<file path="src/rtl/acc_program_sequencer.sv">
// Program sequencer for the 8-bit ALU/accumulator datapath.
// Holds a small program memory and a program counter, and steps each
// instruction through FETCH -> DECODE -> EXECUTE, driving the fetch,
// IR-load and accumulator-load strobes. Supports halt, conditional and
// unconditional branches, pc wrap-around and a saturating retired-op counter.
//
// Handshake: there is no valid/ready pair here. start and prog_we are
// level-sampled request strobes. They are accepted on the rising edge only
// while the sequencer is in IDLE or HALT, and are ignored in every other state.
//
// Program word layout: [12:11] ctrl, [10:8] ALU opcode, [7:0] literal.
//   ctrl 00 = ALU op, 01 = halt, 10 = branch if acc_value==0, 11 = branch always.
//
// dbg_state encoding: 0 IDLE, 1 FETCH, 2 DECODE, 3 EXECUTE, 4 HALT.
module acc_program_sequencer #(
    parameter int PC_W  = 4,
    parameter int CNT_W = 16
) (
    input  logic             clk,
    input  logic             rst_n,
    input  logic             prog_we,
    input  logic [PC_W-1:0]  prog_addr,
    input  logic [12:0]      prog_wdata,
    input  logic             start,
    input  logic [7:0]       acc_value,
    output logic [10:0]      instr,
    output logic             fetch,
    output logic             ir_load,
    output logic             acc_load,
    output logic [PC_W-1:0]  pc,
    output logic             busy,
    output logic             halted,
    output logic [CNT_W-1:0] retired,
    output logic [2:0]       dbg_state
);

    localparam int DEPTH = 1 << PC_W;

    localparam logic [1:0] CTRL_ALU    = 2'b00;
    localparam logic [1:0] CTRL_HALT   = 2'b01;
    localparam logic [1:0] CTRL_BR_Z   = 2'b10;
    localparam logic [1:0] CTRL_BR_ALL = 2'b11;

    typedef enum logic [2:0] {
        S_IDLE    = 3'd0,
        S_FETCH   = 3'd1,
        S_DECODE  = 3'd2,
        S_EXECUTE = 3'd3,
        S_HALT    = 3'd4
    } state_t;

    state_t           state_q, state_d;
    logic [PC_W-1:0]  pc_q, pc_d;
    logic [10:0]      instr_q, instr_d;
    logic [CNT_W-1:0] retired_q, retired_d;
    logic             mem_we;
    logic [12:0]      word;
    logic [12:0]      mem [DEPTH];

    // Program memory: written only when the sequencer is parked; never cleared by reset.
    always_ff @(posedge clk) begin
        if (mem_we) begin
            mem[prog_addr] <= prog_wdata;
        end
    end

    // Combinational read of the word addressed by the current program counter.
    assign word = mem[pc_q];

    // State, program counter, instruction latch and retired counter registers.
    always_ff @(posedge clk or negedge rst_n) begin
        if (!rst_n) begin
            state_q   <= S_IDLE;
            pc_q      <= '0;
            instr_q   <= '0;
            retired_q <= '0;
        end else begin
            state_q   <= state_d;
            pc_q      <= pc_d;
            instr_q   <= instr_d;
            retired_q <= retired_d;
        end
    end

    // Next-state logic: sequencing, branch resolution, pc advance and counter update.
    always_comb begin
        state_d   = state_q;
        pc_d      = pc_q;
        instr_d   = instr_q;
        retired_d = retired_q;
        mem_we    = 1'b0;

        case (state_q)
            S_IDLE: begin
                // A write in the same cycle as start lands before the first fetch reads it.
                mem_we = prog_we;
                if (start) begin
                    pc_d    = '0;
                    state_d = S_FETCH;
                end
            end

            S_FETCH: begin
                instr_d = word[10:0];
                case (word[12:11])
                    CTRL_ALU: begin
                        state_d = S_DECODE;
                    end
                    CTRL_HALT: begin
                        state_d = S_HALT;
                    end
                    CTRL_BR_Z: begin
                        if (acc_value == 8'd0) begin
                            pc_d = word[PC_W-1:0];
                        end else begin
                            pc_d = pc_q + PC_W'(1);
                        end
                    end
                    CTRL_BR_ALL: begin
                        pc_d = word[PC_W-1:0];
                    end
                    default: begin
                        state_d = S_FETCH;
                    end
                endcase
            end

            S_DECODE: begin
                state_d = S_EXECUTE;
            end

            S_EXECUTE: begin
                // The pc wraps naturally at 2**PC_W-1 because of its width.
                pc_d = pc_q + PC_W'(1);
                if (retired_q != {CNT_W{1'b1}}) begin
                    retired_d = retired_q + CNT_W'(1);
                end
                state_d = S_FETCH;
            end

            S_HALT: begin
                mem_we = prog_we;
                if (start) begin
                    pc_d      = '0;
                    retired_d = '0;
                    state_d   = S_FETCH;
                end
            end

            default: begin
                state_d = S_IDLE;
            end
        endcase
    end

    // All outputs decode purely from registered state, so the strobes are glitch-free.
    assign fetch     = (state_q == S_FETCH);
    assign ir_load   = (state_q == S_DECODE);
    assign acc_load  = (state_q == S_EXECUTE);
    assign busy      = (state_q == S_FETCH) || (state_q == S_DECODE) || (state_q == S_EXECUTE);
    assign halted    = (state_q == S_HALT);
    assign pc        = pc_q;
    assign instr     = instr_q;
    assign retired   = retired_q;
    assign dbg_state = state_q;

endmodule

</file>
<file path="config.mk">
export PLATFORM = sky130hd
export DESIGN_NAME = acc_program_sequencer
export DESIGN_NICKNAME = d
export VERILOG_FILES = /design/src/rtl/acc_program_sequencer.sv
export SDC_FILE = /design/constraint.sdc
export NUM_CORES = 1
export LEC_CHECK = 0
export CORE_ASPECT_RATIO = 2
export CORE_MARGIN = 8
export CORE_UTILIZATION = 58
export DETAILED_ROUTE_END_ITERATION = 16
export GPL_TIMING_DRIVEN = 0
export PLACE_DENSITY_LB_ADDON = 0.1
export SLEW_MARGIN = 0
export SYNTH_ARGS = -nofsm -noshare
export SYNTH_HDL_FRONTEND = slang
export SYNTH_SLANG_ARGS = --single-unit
</file>
<file path="constraint.sdc">
create_clock -name clk -period 3.3 [get_ports clk]
set_input_delay 0.99 -clock clk [delete_from_list [all_inputs] [get_ports clk]]
set_output_delay 0.99 -clock clk [all_outputs]
set_load 0.02 [all_outputs]
</file>
Word level (Yosys, flattened, before mapping)

Memory sizes are Yosys's and may differ from the RTL's.
Cells that the tools add are included.

Add/sub/neg operators: 2
Equal/unequal tests: 13
Multiplexer cells: 13
Reduce and logical (&&, ||, !) cells: 11

Operators by type and width:

| operator                                                              | count |
|---|---|
| 16-bit 2-to-1 mux                                                     | 2 |
| 16-bit one-hot mux with 2 select lines                                | 1 |
| 16-bit by 1-bit adder with 16-bit output, second input constant       | 1 |
| 16-bit != test, second input constant                                 | 1 |
| 3-bit one-hot mux with 4 select lines                                 | 1 |
| 4-bit one-hot mux with 3 select lines                                 | 1 |
| 8-bit logical NOT                                                     | 1 |
| 4-bit 2-to-1 mux                                                      | 2 |
| 4-bit one-hot mux with 2 select lines                                 | 1 |
| 3-bit by 2-bit equality test with 1-bit output, second input constant | 2 |
| 3-bit by 1-bit != test with 1-bit output, second input constant       | 2 |
| 3-bit one-hot mux with 2 select lines                                 | 1 |
| 3-bit AND reduction                                                   | 2 |
| 4-bit by 1-bit adder with 4-bit output, second input constant         | 1 |
| 2-bit equality test, second input constant                            | 2 |
| 2-bit by 1-bit != test with 1-bit output, second input constant       | 2 |
| 3-bit by 1-bit equality test with 1-bit output, second input constant | 1 |
| 3-bit equality test, second input constant                            | 1 |
| 3-bit logical NOT                                                     | 1 |
| 1-bit 2-to-1 mux                                                      | 3 |
| 3-bit 2-to-1 mux                                                      | 1 |
| 3-bit nonzero test                                                    | 1 |
| 2-bit by 1-bit equality test with 1-bit output, second input constant | 1 |
| 2-bit logical NOT                                                     | 1 |
| 5 further kinds                                                       | 6 |

Flip-flop bits (word level): 34
RAM bits: 208
Logic and storage cells: 44
Memories kept: 1

Memories:

| memory | depth | bits a word | rd ports | clocked after memory_dff | wr ports | line | source |
|---|---|---|---|---|---|---|---|
| mem    | 16    | 13          | 1        | 0                        | 1        | 58   | `logic [12:0] mem [DEPTH];` |

Longest topological paths before layout

Word-level depth: 5
Gate-level depth with buffers: 10
Depth with buffers taken out: 8

Worst setup path after synthesis

OpenSTA, ideal clock, no wires.

Path type: flip-flop to flip-flop
Start point: reg state_q[0], in the netlist dbg_state[0]
End point: mem mem[0][0] (enable)
Data arrival time: 2.367 ns
Data required time: 2.901 ns
Slack: 0.534 ns
Cell stages (with the launch flop): 6
Buffers on the path: 1
Period minus slack after synthesis: 2.766 ns
Path through: dfrtp_1 > clkbuf_1 > nor2_1 > nand2_1 > or3_1 > nor3_1

Word-level cells in the longest chain between the ends: 5
Elaborated cells between the ends (all ways): 6
Those cells by class: eq/ne: 1; mux: 3; reduce/logical: 2

RTL lines:

| what                                                            | line | source |
|---|---|---|
| start, declared                                                 | 52   | `state_t state_q, state_d;` |
| start signal, assigned                                          | 78   | `state_q <= state_d;` |
| 3-bit equality test / 3-bit logical NOT (equally long branches) | 93   | `case (state_q)` |
| 2-bit OR reduction (no source line) *                           | -    |  |
| 1-bit 2-to-1 mux *                                              | 93   |  |
| 1-bit 2-to-1 mux *                                              | 62   | `if (mem_we) begin` |
| 1-bit 2-to-1 mux (not written as such) *                        | 63   | `mem[prog_addr] <= prog_wdata;` |
| end, declared                                                   | 58   |  |

Mark *: on every way between the ends. The rest lies on a longest branch, timed or not.

Final worst setup path

Start point: reg state_q[1], in the netlist dbg_state[1]
End point: out halted

Word-level cells in the longest chain between the ends: 1

RTL lines:

| what                | line | source |
|---|---|---|
| 3-bit equality test | 161  | `assign halted = (state_q == S_HALT);` |
| end, declared       | 32   | `output logic halted,` |

Every way passes these cells.

==> impl_metrics.tcl <==
set metrics [dict create \
    grtUsageMet2 0.3917 \
    clockRootBuffer "clkbuf_16" \
    grt_use_total 0.2113 \
    cts_hold_buf 0 \
    min_period_ns 3.219 \
    post-synth-top-area-cell "edfxtp_1" \
    skew_ns 0.01450 \
    ant_nets 0 \
    crit_start "dbg_state[1]" \
    cts.path.max_buffers 3 \
    synth_nets 550 \
    areaGrowthSynthToFinish_pct 18.53 \
    ys.flop_type "edfxtp_1" \
    clk_latency_ns 0.50 \
    worstSetupPathType "reg -> out" \
    drive_gt1_frac 0.2233 \
    busiest_layer "met2" \
    holdCritStartpoint "instr[7]" \
    ys_top_cells_by_count "edfxtp_1 (208), mux4_2 (46), nor2_1 (37)" \
    port_buffers 67 \
    grt_pass1_wl_um 33140 \
    dieHeight_um 199.8 \
    yosys.cell_types.count 55 \
    via_per_inst 6.231 \
    grt_max_degree 35 \
    synth_seq_cells 242 \
    grt_util_met3 0.02733 \
    finish.net_count 653 \
    dr_total_vias 5253 \
    hold_violations 0 \
    worstMarginPinSlew_ns 0.9353 \
    min_path_type "reg -> reg" \
    p_per_area_nw_per_um2 795.2 \
    r2r-start "pc[1]" \
    start_util 0.5873 \
    dp_hpwl_um 15270 \
    outcome "complete, no violations" \
    gr-total-overflow 0 \
    async_flop_share 0.1405 \
    cts_setup_buffers 0 \
    synth_edf_count 208 \
    maxCapViolations 0 \
    syn_area_sq_um 9797 \
    total_power_mw 9.235 \
    coreArea_sq_um 16680 \
    drc 0 \
    slew_violations 0 \
    rsz0062_at_grt "false" \
    ys_warn_count 0 \
    cts_tree "yes" \
    die_x_um 107.9 \
    num_antenna_cells 0 \
    p_leak_nw 3.887 \
    seq_area_frac_synth 0.7244 \
    stdcell_area_sq_um 11610 \
    worstPathArrival_ns 2.23 \
    die_area_sq_um 21560 \
    htreeDepth 1 \
    rows 67 \
    end_kind "primary output" \
    r2r_slack_ns 0.43 \
    drtIter0Drc 279 \
    avgSynthCellArea_sq_um 18.88 \
    num_io_pins 68 \
    required_ns 2.31 \
    gp_congestion 0.8715 \
    slew_headroom 0.3758 \
    grtUsageMet1 0.2354 \
    cts.sinks 242 \
    yosysMostFrequentCell "edfxtp_1" \
    max_freq_ghz 0.3107 \
    setup_viol 0 \
    wl_um 21840 \
    grt_pass1_vias 5612 \
    post_drt_wl_per_cell_um 25.91 \
    dpl_cell_area_sq_um 10960 \
    antenna_found_initial 0 \
    post-route-period-util 0.9754 \
    synthCells 519 \
    worstSetupStartpointType "flip-flop" \
    cp_max_fo 9 \
    tritoncts.num_buffers 21 \
    ir_worst_vdd_mv 0.5297 \
    synth_area_leaders "edfxtp_1 (64%), mux4_2 (11%), dfrtp_1 (8.7%), mux4_1 (3.2%), nor2_1 (1.4%)" \
    clk_pin_slew_worst_paths_ns 0.07 \
    dr.pass1.iters 5 \
    synth_top_area_frac 0.6375 \
]
## kinds of logic (layout without fill, tap and decap cells)
group           count (synthesis)  in the layout  share of synthesized area
flops                         242            242                     0.7244
simple gates                  118            118                    0.05786
mux                            74             74                     0.1558
compound gates                 41             41                    0.02925
buf+inv                        30            147                    0.01941
xor+xnor                       12             12                    0.01073
fa+ha+maj                       2              2                   0.002554
## critical path: stages, from the launching register on
cell and delay, ns:
dfrtp_1 0.49, nor2_2 0.41, and2_1 0.22, clkdlybuf4s50_1 0.61
## layout make-up
class / count / area, sq um
well taps: 207 / 259.0
multi-input cells: 247 / 2570
clock buffers: 22 / 529.3
repair buffers: 81 / 850.8
plain buffers: 20 / 163.9
clock inverters: 15 / 107.6
inverters: 9 / 33.78
fillers: 1069 / 5070
flip-flops and latches: 242 / 7098
## path summary, 6_finish.rpt
| kind | to | cells after the start |
|---|---|---|
| setup / recovery | halted | 3 |
| setup reg to reg | instr[4] | 6 |
| max in group asynchronous | dbg_state[0] | 1 |
| hold reg to reg | instr[7] | 1 |
| hold / removal | instr[7] | 1 |
| min in group asynchronous | dbg_state[2] | 1 |
## through the flow
stage	setup WS [ns]	TNS (ns)	hold slack (ns)	utilization	std cells
2_1_floorplan	0.5336	0	0.6188	-	519
3_3_place_gp	-1.177	-77.01	0.4904	0.6430	793
3_5_place_dp	-0.4223	-3.928	0.4985	0.6568	807
4_1_cts	0.02702	0	0.5134	0.6959	843
5_1_grt	0.004255	0	0.5314	0.6961	843
6_report	0.08115	0	0.5104	0.6961	843
## flip-flops by register name, summed over array words and instances (netlist names)
register and flops:
instr 11, pc 4, mem 208, dbg_state 3, retired 16
## metal layers
| metal | share of wire | vias up |
|---|---|---|
| met1 | 0.36 | 2705 |
| met3 | 0.050 | 53 |
| li1 | - | 2306 |
| met5 | 0 | - |
| met4 | 0.037 | 0 |
| met2 | 0.55 | 189 |
## placed cells by master, fill, tap and decap left out, drive strengths merged, types with 13 or more instances in the layout
cell type	count
buf	29
clkbuf	28
clkdlybuf4s50	64
clkinv	13
dfrtp	34
edfxtp	208
mux4	58
nand2	24
nand3	13
nor2	37
## report_power, final
group	leakage [nW]	internal [mW]	switching, mW
sequential	2.29	3.57	0.212
clock	0.316	1.25	1.03
combinational	1.28	1.55	1.63
total	3.89	6.36	2.87
## what timing repair did
action                                  CTS  global route
endpoints found under the setup margin    4             1
pin swaps                                 0             0
resized for setup                         9             2
gates cloned                              0             0
No activity file was read; power rests on OpenSTA's default activity.
==> RTL edit 1, RTL diff (config.mk and constraints unchanged) <==
Add an input register stage for `prog_we`, `prog_addr`, `prog_wdata`, `start` and `acc_value`, with the module's reset; this delays them by one clock. Comments in the files are not updated.
--- a/src/rtl/acc_program_sequencer.sv
+++ b/src/rtl/acc_program_sequencer.sv
@@ -51,2 +51,24 @@
 
+    logic prog_we_q;
+    logic [PC_W-1:0] prog_addr_q;
+    logic [12:0] prog_wdata_q;
+    logic start_q;
+    logic [7:0] acc_value_q;
+
+    always_ff @(posedge clk or negedge rst_n) begin
+        if (!rst_n) begin
+            prog_we_q    <= '0;
+            prog_addr_q  <= '0;
+            prog_wdata_q <= '0;
+            start_q      <= '0;
+            acc_value_q  <= '0;
+        end else begin
+            prog_we_q    <= prog_we;
+            prog_addr_q  <= prog_addr;
+            prog_wdata_q <= prog_wdata;
+            start_q      <= start;
+            acc_value_q  <= acc_value;
+        end
+    end
+
     state_t           state_q, state_d;
@@ -62,3 +84,3 @@
         if (mem_we) begin
-            mem[prog_addr] <= prog_wdata;
+            mem[prog_addr_q] <= prog_wdata_q;
         end
@@ -95,4 +117,4 @@
                 // A write in the same cycle as start lands before the first fetch reads it.
-                mem_we = prog_we;
-                if (start) begin
+                mem_we = prog_we_q;
+                if (start_q) begin
                     pc_d    = '0;
@@ -112,3 +134,3 @@
                     CTRL_BR_Z: begin
-                        if (acc_value == 8'd0) begin
+                        if (acc_value_q == 8'd0) begin
                             pc_d = word[PC_W-1:0];
@@ -141,4 +163,4 @@
             S_HALT: begin
-                mem_we = prog_we;
-                if (start) begin
+                mem_we = prog_we_q;
+                if (start_q) begin
                     pc_d      = '0;
Function: changed (Yosys sat finds a counterexample within 4 cycles, from zero or initial values and one cycle with rst_n low).
==> RTL edit 1 against the original RTL <==
Clock power up 24%. Final area up 8.0%. Worst setup slack better by 0.051 ns. Critical path depth up 2. Area after synthesis up 7.3%. Sequential cell count up 27. Routed wire length up 9.3%. Power up 5.9%. Critical path type unchanged. Largest cell class unchanged. Highest routed layer unchanged.
==> RTL edit 1: results (changes against the original RTL) <==
{
  "power": {
    "ir_worst_vdd": {"value": 0.000585, "unit": "V", "change": "+10%"},
    "p_leak": {"value": 4.32, "unit": "nW", "change": "+11%"}
  },
  "grt": {
    "grt_pass1_vias": {"value": 6160, "change": "+9.8%"},
    "global_route_wire_length_before_repair": {"value": 36400, "unit": "um", "change": "+9.8%"},
    "track_usage": {"value": 21.1, "unit": "%", "change": "-0.048 points"}
  },
  "layout": {
    "post_layout_nonfiller_instances": {"value": 899, "change": "+6.6%"},
    "nets": {"value": 699, "change": "+7.0%"}
  },
  "critical_path": {
    "critical-path-slowest-cell": "sky130_fd_sc_hd__dfrtp_2",
    "critical_path.max_stage_delay": {"value": 0.47, "unit": "ns", "change": "-0.14 ns"}
  },
  "run_status": {
    "status": "finished clean"
  },
  "clock_tree": {
    "cts-buffers-inserted": {"value": 24, "change": "+14%"}
  },
  "timing": {
    "finalClockSkew": {"value": 0.0181, "unit": "ns", "change": "+0.00359 ns"},
    "maxSlewHeadroom": {"value": 35.2, "unit": "%", "change": "-2.4 points"}
  },
  "yosys": {
    "synthesized_instance_count": {"value": 558, "change": "+7.5%"},
    "ys_top_cells_by_area": "sky130_fd_sc_hd__edfxtp_1 (59%), sky130_fd_sc_hd__dfrtp_1 (15%), sky130_fd_sc_hd__mux4_2 (11%), sky130_fd_sc_hd__nor2_1 (1.4%), sky130_fd_sc_hd__nand2_1 (1.3%)",
    "postSynth.asyncResetShare": {"value": 22.7, "unit": "%", "change": "+8.6 points"},
    "post_synth_most_frequent_cells": "sky130_fd_sc_hd__edfxtp_1 (208), sky130_fd_sc_hd__dfrtp_1 (61), sky130_fd_sc_hd__mux4_2 (53)",
    "ys_types": {"value": 56, "change": "+1.8%"},
    "synthFlopType": "sky130_fd_sc_hd__edfxtp_1",
    "synth_seq_area_share": {"value": 73.9, "unit": "%", "change": "+1.5 points"}
  },
  "floorplanning": {
    "die-width": {"value": 111, "unit": "um", "change": "+3.1%"}
  },
  "placement": {
    "post_dp_hpwl": {"value": 16200, "unit": "um", "change": "+6.0%"},
    "numPlacedInstances": {"value": 855, "change": "+5.9%"},
    "place_worst_setup_slack": {"value": 0.190, "unit": "ns", "change": "+0.612 ns"},
    "place_congestion": {"value": 0.807, "change": "-7.4%"}
  },
  "route": {
    "routed_via_density": {"value": 6.29, "change": "+0.89%"},
    "routed_wirelength": {"value": 23900, "unit": "um", "change": "+9.3%"},
    "drt_iter0_drc": {"value": 371, "change": "+33%"}
  }
}
[RTL edit 1: cell families after synthesis]
group | synth area share, %
flip-flops | 73.9
adder cells (fa/ha/maj) | 0.238
buffers and inverters | 2.21
multiplexers | 14.0
AND/OR/NAND/NOR | 5.66
XOR/XNOR | 1.17
AO/OA/AOI/OAI | 2.83
[RTL edit 1: layout make-up]
class / count / area [um2]
Timing Repair Buffer: 84 / 900
Fill cell: 1114 / 5240
Clock inverter: 11 / 119
Inverter: 10 / 38.8
Buffer: 25 / 196
Sequential cell: 269 / 7770
Tap cell: 213 / 267
Clock buffer: 33 / 686
Multi-Input combinational cell: 254 / 2560
[RTL edit 1: through the flow]
| stage | power, mW | hold WS (ns) | TNS [ns] | cell area, um2 |
|---|---|---|---|---|
| after floorplan | 6.04 | 0.530 | 0 | 10500 |
| after global placement | 6.95 | 0.462 | -80.05 | 11500 |
| after detailed placement | 7.05 | 0.470 | 0 | 11700 |
| after CTS | 9.88 | 0.493 | 0 | 12500 |
| after global routing | 10.2 | 0.536 | 0 | 12500 |
| final | 9.78 | 0.484 | 0 | 12500 |
[RTL edit 1: what timing repair did]
| action | in CTS | in global routing |
|---|---|---|
| hold endpoints to repair | 0 | 0 |
| setup endpoints to repair | 1 | 1 |
| gates resized for setup | 3 | 2 |
[RTL edit 1: final timing paths]
path / cells after the start / endpoint / from / slack, ns
setup / recovery: 5 / fetch / dbg_state[1] / 0.13
hold / removal: 2 / instr[1] / instr[1] / 0.48
setup reg to reg: 8 / instr[5] / pc[1] / 0.33
hold reg to reg: 2 / instr[1] / instr[1] / 0.48
max in group asynchronous: 1 / dbg_state[1] / rst_n / 2.12
min in group asynchronous: 1 / acc_value_q[1] / rst_n / 0.59
[RTL edit 1: routing by layer]
metal | global-route usage (%) | wire length, um | vias up | part of all wire (%)
li1 | - | - | 2413 | -
met1 | 22.6 | 8280 | 2943 | 35
met2 | 39.0 | 13200 | 224 | 55
met3 | 3.49 | 1250 | 72 | 5.2
met4 | 10.6 | 1160 | 0 | 4.9
met5 | 0 | 0 | - | 0
[RTL edit 1: worst max-delay path, delay by kind of cell, from the launching register on]
kind,cells,cell delay (ns)
and+or+nand+nor,2,0.48
buffers and inverters,3,0.71
DFF,1,0.47
[RTL edit 1: power breakdown]
| part | internal (mW) | switching [mW] | leakage (nW) |
|---|---|---|---|
| combinational | 1.40 | 1.54 | 1.29 |
| clock | 1.62 | 1.20 | 0.391 |
| sequential | 3.85 | 0.168 | 2.63 |
| total | 6.87 | 2.91 | 4.32 |
==> RTL edit 2, RTL diff (config.mk and constraints unchanged) <==
Made on the original files. Change the parameter `PC_W` from 4 to 2.
--- a/src/rtl/acc_program_sequencer.sv
+++ b/src/rtl/acc_program_sequencer.sv
@@ -15,3 +15,3 @@
 module acc_program_sequencer #(
-    parameter int PC_W  = 4,
+    parameter int PC_W  = 2,
     parameter int CNT_W = 16
Interface: changed (resized pc and prog_addr); port bits go from 68 to 64. No check against the original RTL was run, so the function may have changed too.
==> RTL edit 2 against the original RTL <==
Final area is 61% lower. Combinational power is 52% lower. Area after synthesis is 64% lower. Sequential cell count is 158 lower. Routed wire length is 64% lower. Worst setup slack better by 0.045 ns. Utilization is 8.0 points higher. Critical path depth is 1 higher. Largest cell class unchanged. Sequential power is 59% lower. Power is 55% lower.
==> RTL edit 2: results (changes against the original RTL) <==
{
  "clock_tree": {
    "htreeDepth": {"value": 3, "change": "+2"},
    "cts_resized": {"value": 2, "change": "-7"},
    "cts-buffers-inserted": {"value": 9, "change": "-57%"}
  },
  "route": {
    "drt_first_pass_iters": {"value": 4, "change": "-1"},
    "drt_iter0_drc": {"value": 238, "change": "-15%"},
    "routed-via-count": {"value": 2279, "change": "-57%"}
  },
  "yosys": {
    "synth-compound-area-share": {"value": 4.39, "unit": "%", "change": "+1.5 points"},
    "ys_top_cells_by_area": "sky130_fd_sc_hd__edfxtp_1 (45%), sky130_fd_sc_hd__dfrtp_1 (23%), sky130_fd_sc_hd__mux4_2 (8.3%), sky130_fd_sc_hd__mux2_2 (3.9%), sky130_fd_sc_hd__xnor2_1 (2.7%)",
    "synth-seq-cells": {"value": 84, "change": "-65%"},
    "ys_types": {"value": 41, "change": "-25%"},
    "synth-xor-area-share": {"value": 2.75, "unit": "%", "change": "+1.7 points"},
    "synthesis.nets": {"value": 258, "change": "-53%"},
    "synth_fa_ha_area_share": {"value": 0.357, "unit": "%", "change": "+0.10 points"}
  },
  "critical_path": {
    "setup_slack_reg_to_reg": {"value": 1.02, "unit": "ns", "change": "+0.59 ns"},
    "crit_path_to": "fetch",
    "launch_instance_of_the_worst_register_to_register_path": "retired[4]",
    "source_of_the_critical_timing_path": "dbg_state[2]",
    "worstRegToRegCells": {"value": 5, "change": "-1"},
    "critical_path.max_stage_delay": {"value": 0.64, "unit": "ns", "change": "+0.03 ns"}
  },
  "power": {
    "intPower": {"value": 2.78, "unit": "mW", "change": "-56%"},
    "p_leak": {"value": 1.63, "unit": "nW", "change": "-58%"}
  },
  "grt": {
    "global_route.usage.met1": {"value": 20.5, "unit": "%", "change": "-3.0 points"}
  },
  "placement": {
    "place_worst_setup_slack": {"value": 0.0838, "unit": "ns", "change": "+0.506 ns"},
    "place_congestion": {"value": 0.866, "change": "-0.61%"},
    "post_dp_cell_area": {"value": 4260, "unit": "um2", "change": "-61%"},
    "port-buffer-count": {"value": 63, "change": "-6.0%"}
  },
  "run_status": {
    "status": "finished clean"
  },
  "layout": {
    "nets": {"value": 335, "change": "-49%"},
    "signal_buffer_area_fraction": {"value": 15.1, "unit": "%", "change": "+6.4 points"},
    "layout.filler_cells": {"value": 367, "change": "-66%"}
  },
  "timing": {
    "fin_hold_ws": {"value": 0.508, "unit": "ns", "change": "-0.00244 ns"}
  },
  "hold_path": {
    "hold_path_end": "instr[9]",
    "hold_path_startpoint": "instr[9]"
  }
}
-- RTL edit 2: cell types whose count changed after synthesis, moves of 6 or more --
| cell | change |
|---|---|
| sky130_fd_sc_hd__nor2b_1 | -6 |
| sky130_fd_sc_hd__nor2_1 | -21 |
| sky130_fd_sc_hd__nand3_1 | -7 |
| sky130_fd_sc_hd__nand2_1 | -7 |
| sky130_fd_sc_hd__xor2_1 | -6 |
| sky130_fd_sc_hd__mux4_2 | -33 |
| sky130_fd_sc_hd__nand4_1 | -6 |
| sky130_fd_sc_hd__mux4_1 | -12 |
| sky130_fd_sc_hd__edfxtp_1 | -156 |
-- RTL edit 2: power by group through the flow --
stage | combinational, mW | clock [mW] | sequential (mW)
2_1_floorplan | 0.671 | 0 | 1.73
5_1_grt | 1.63 | 1.11 | 1.56
3_5_place_dp | 1.52 | 0 | 1.55
6_report | 1.53 | 1.06 | 1.54
3_3_place_gp | 1.48 | 0 | 1.54
4_1_cts | 1.54 | 1.07 | 1.54
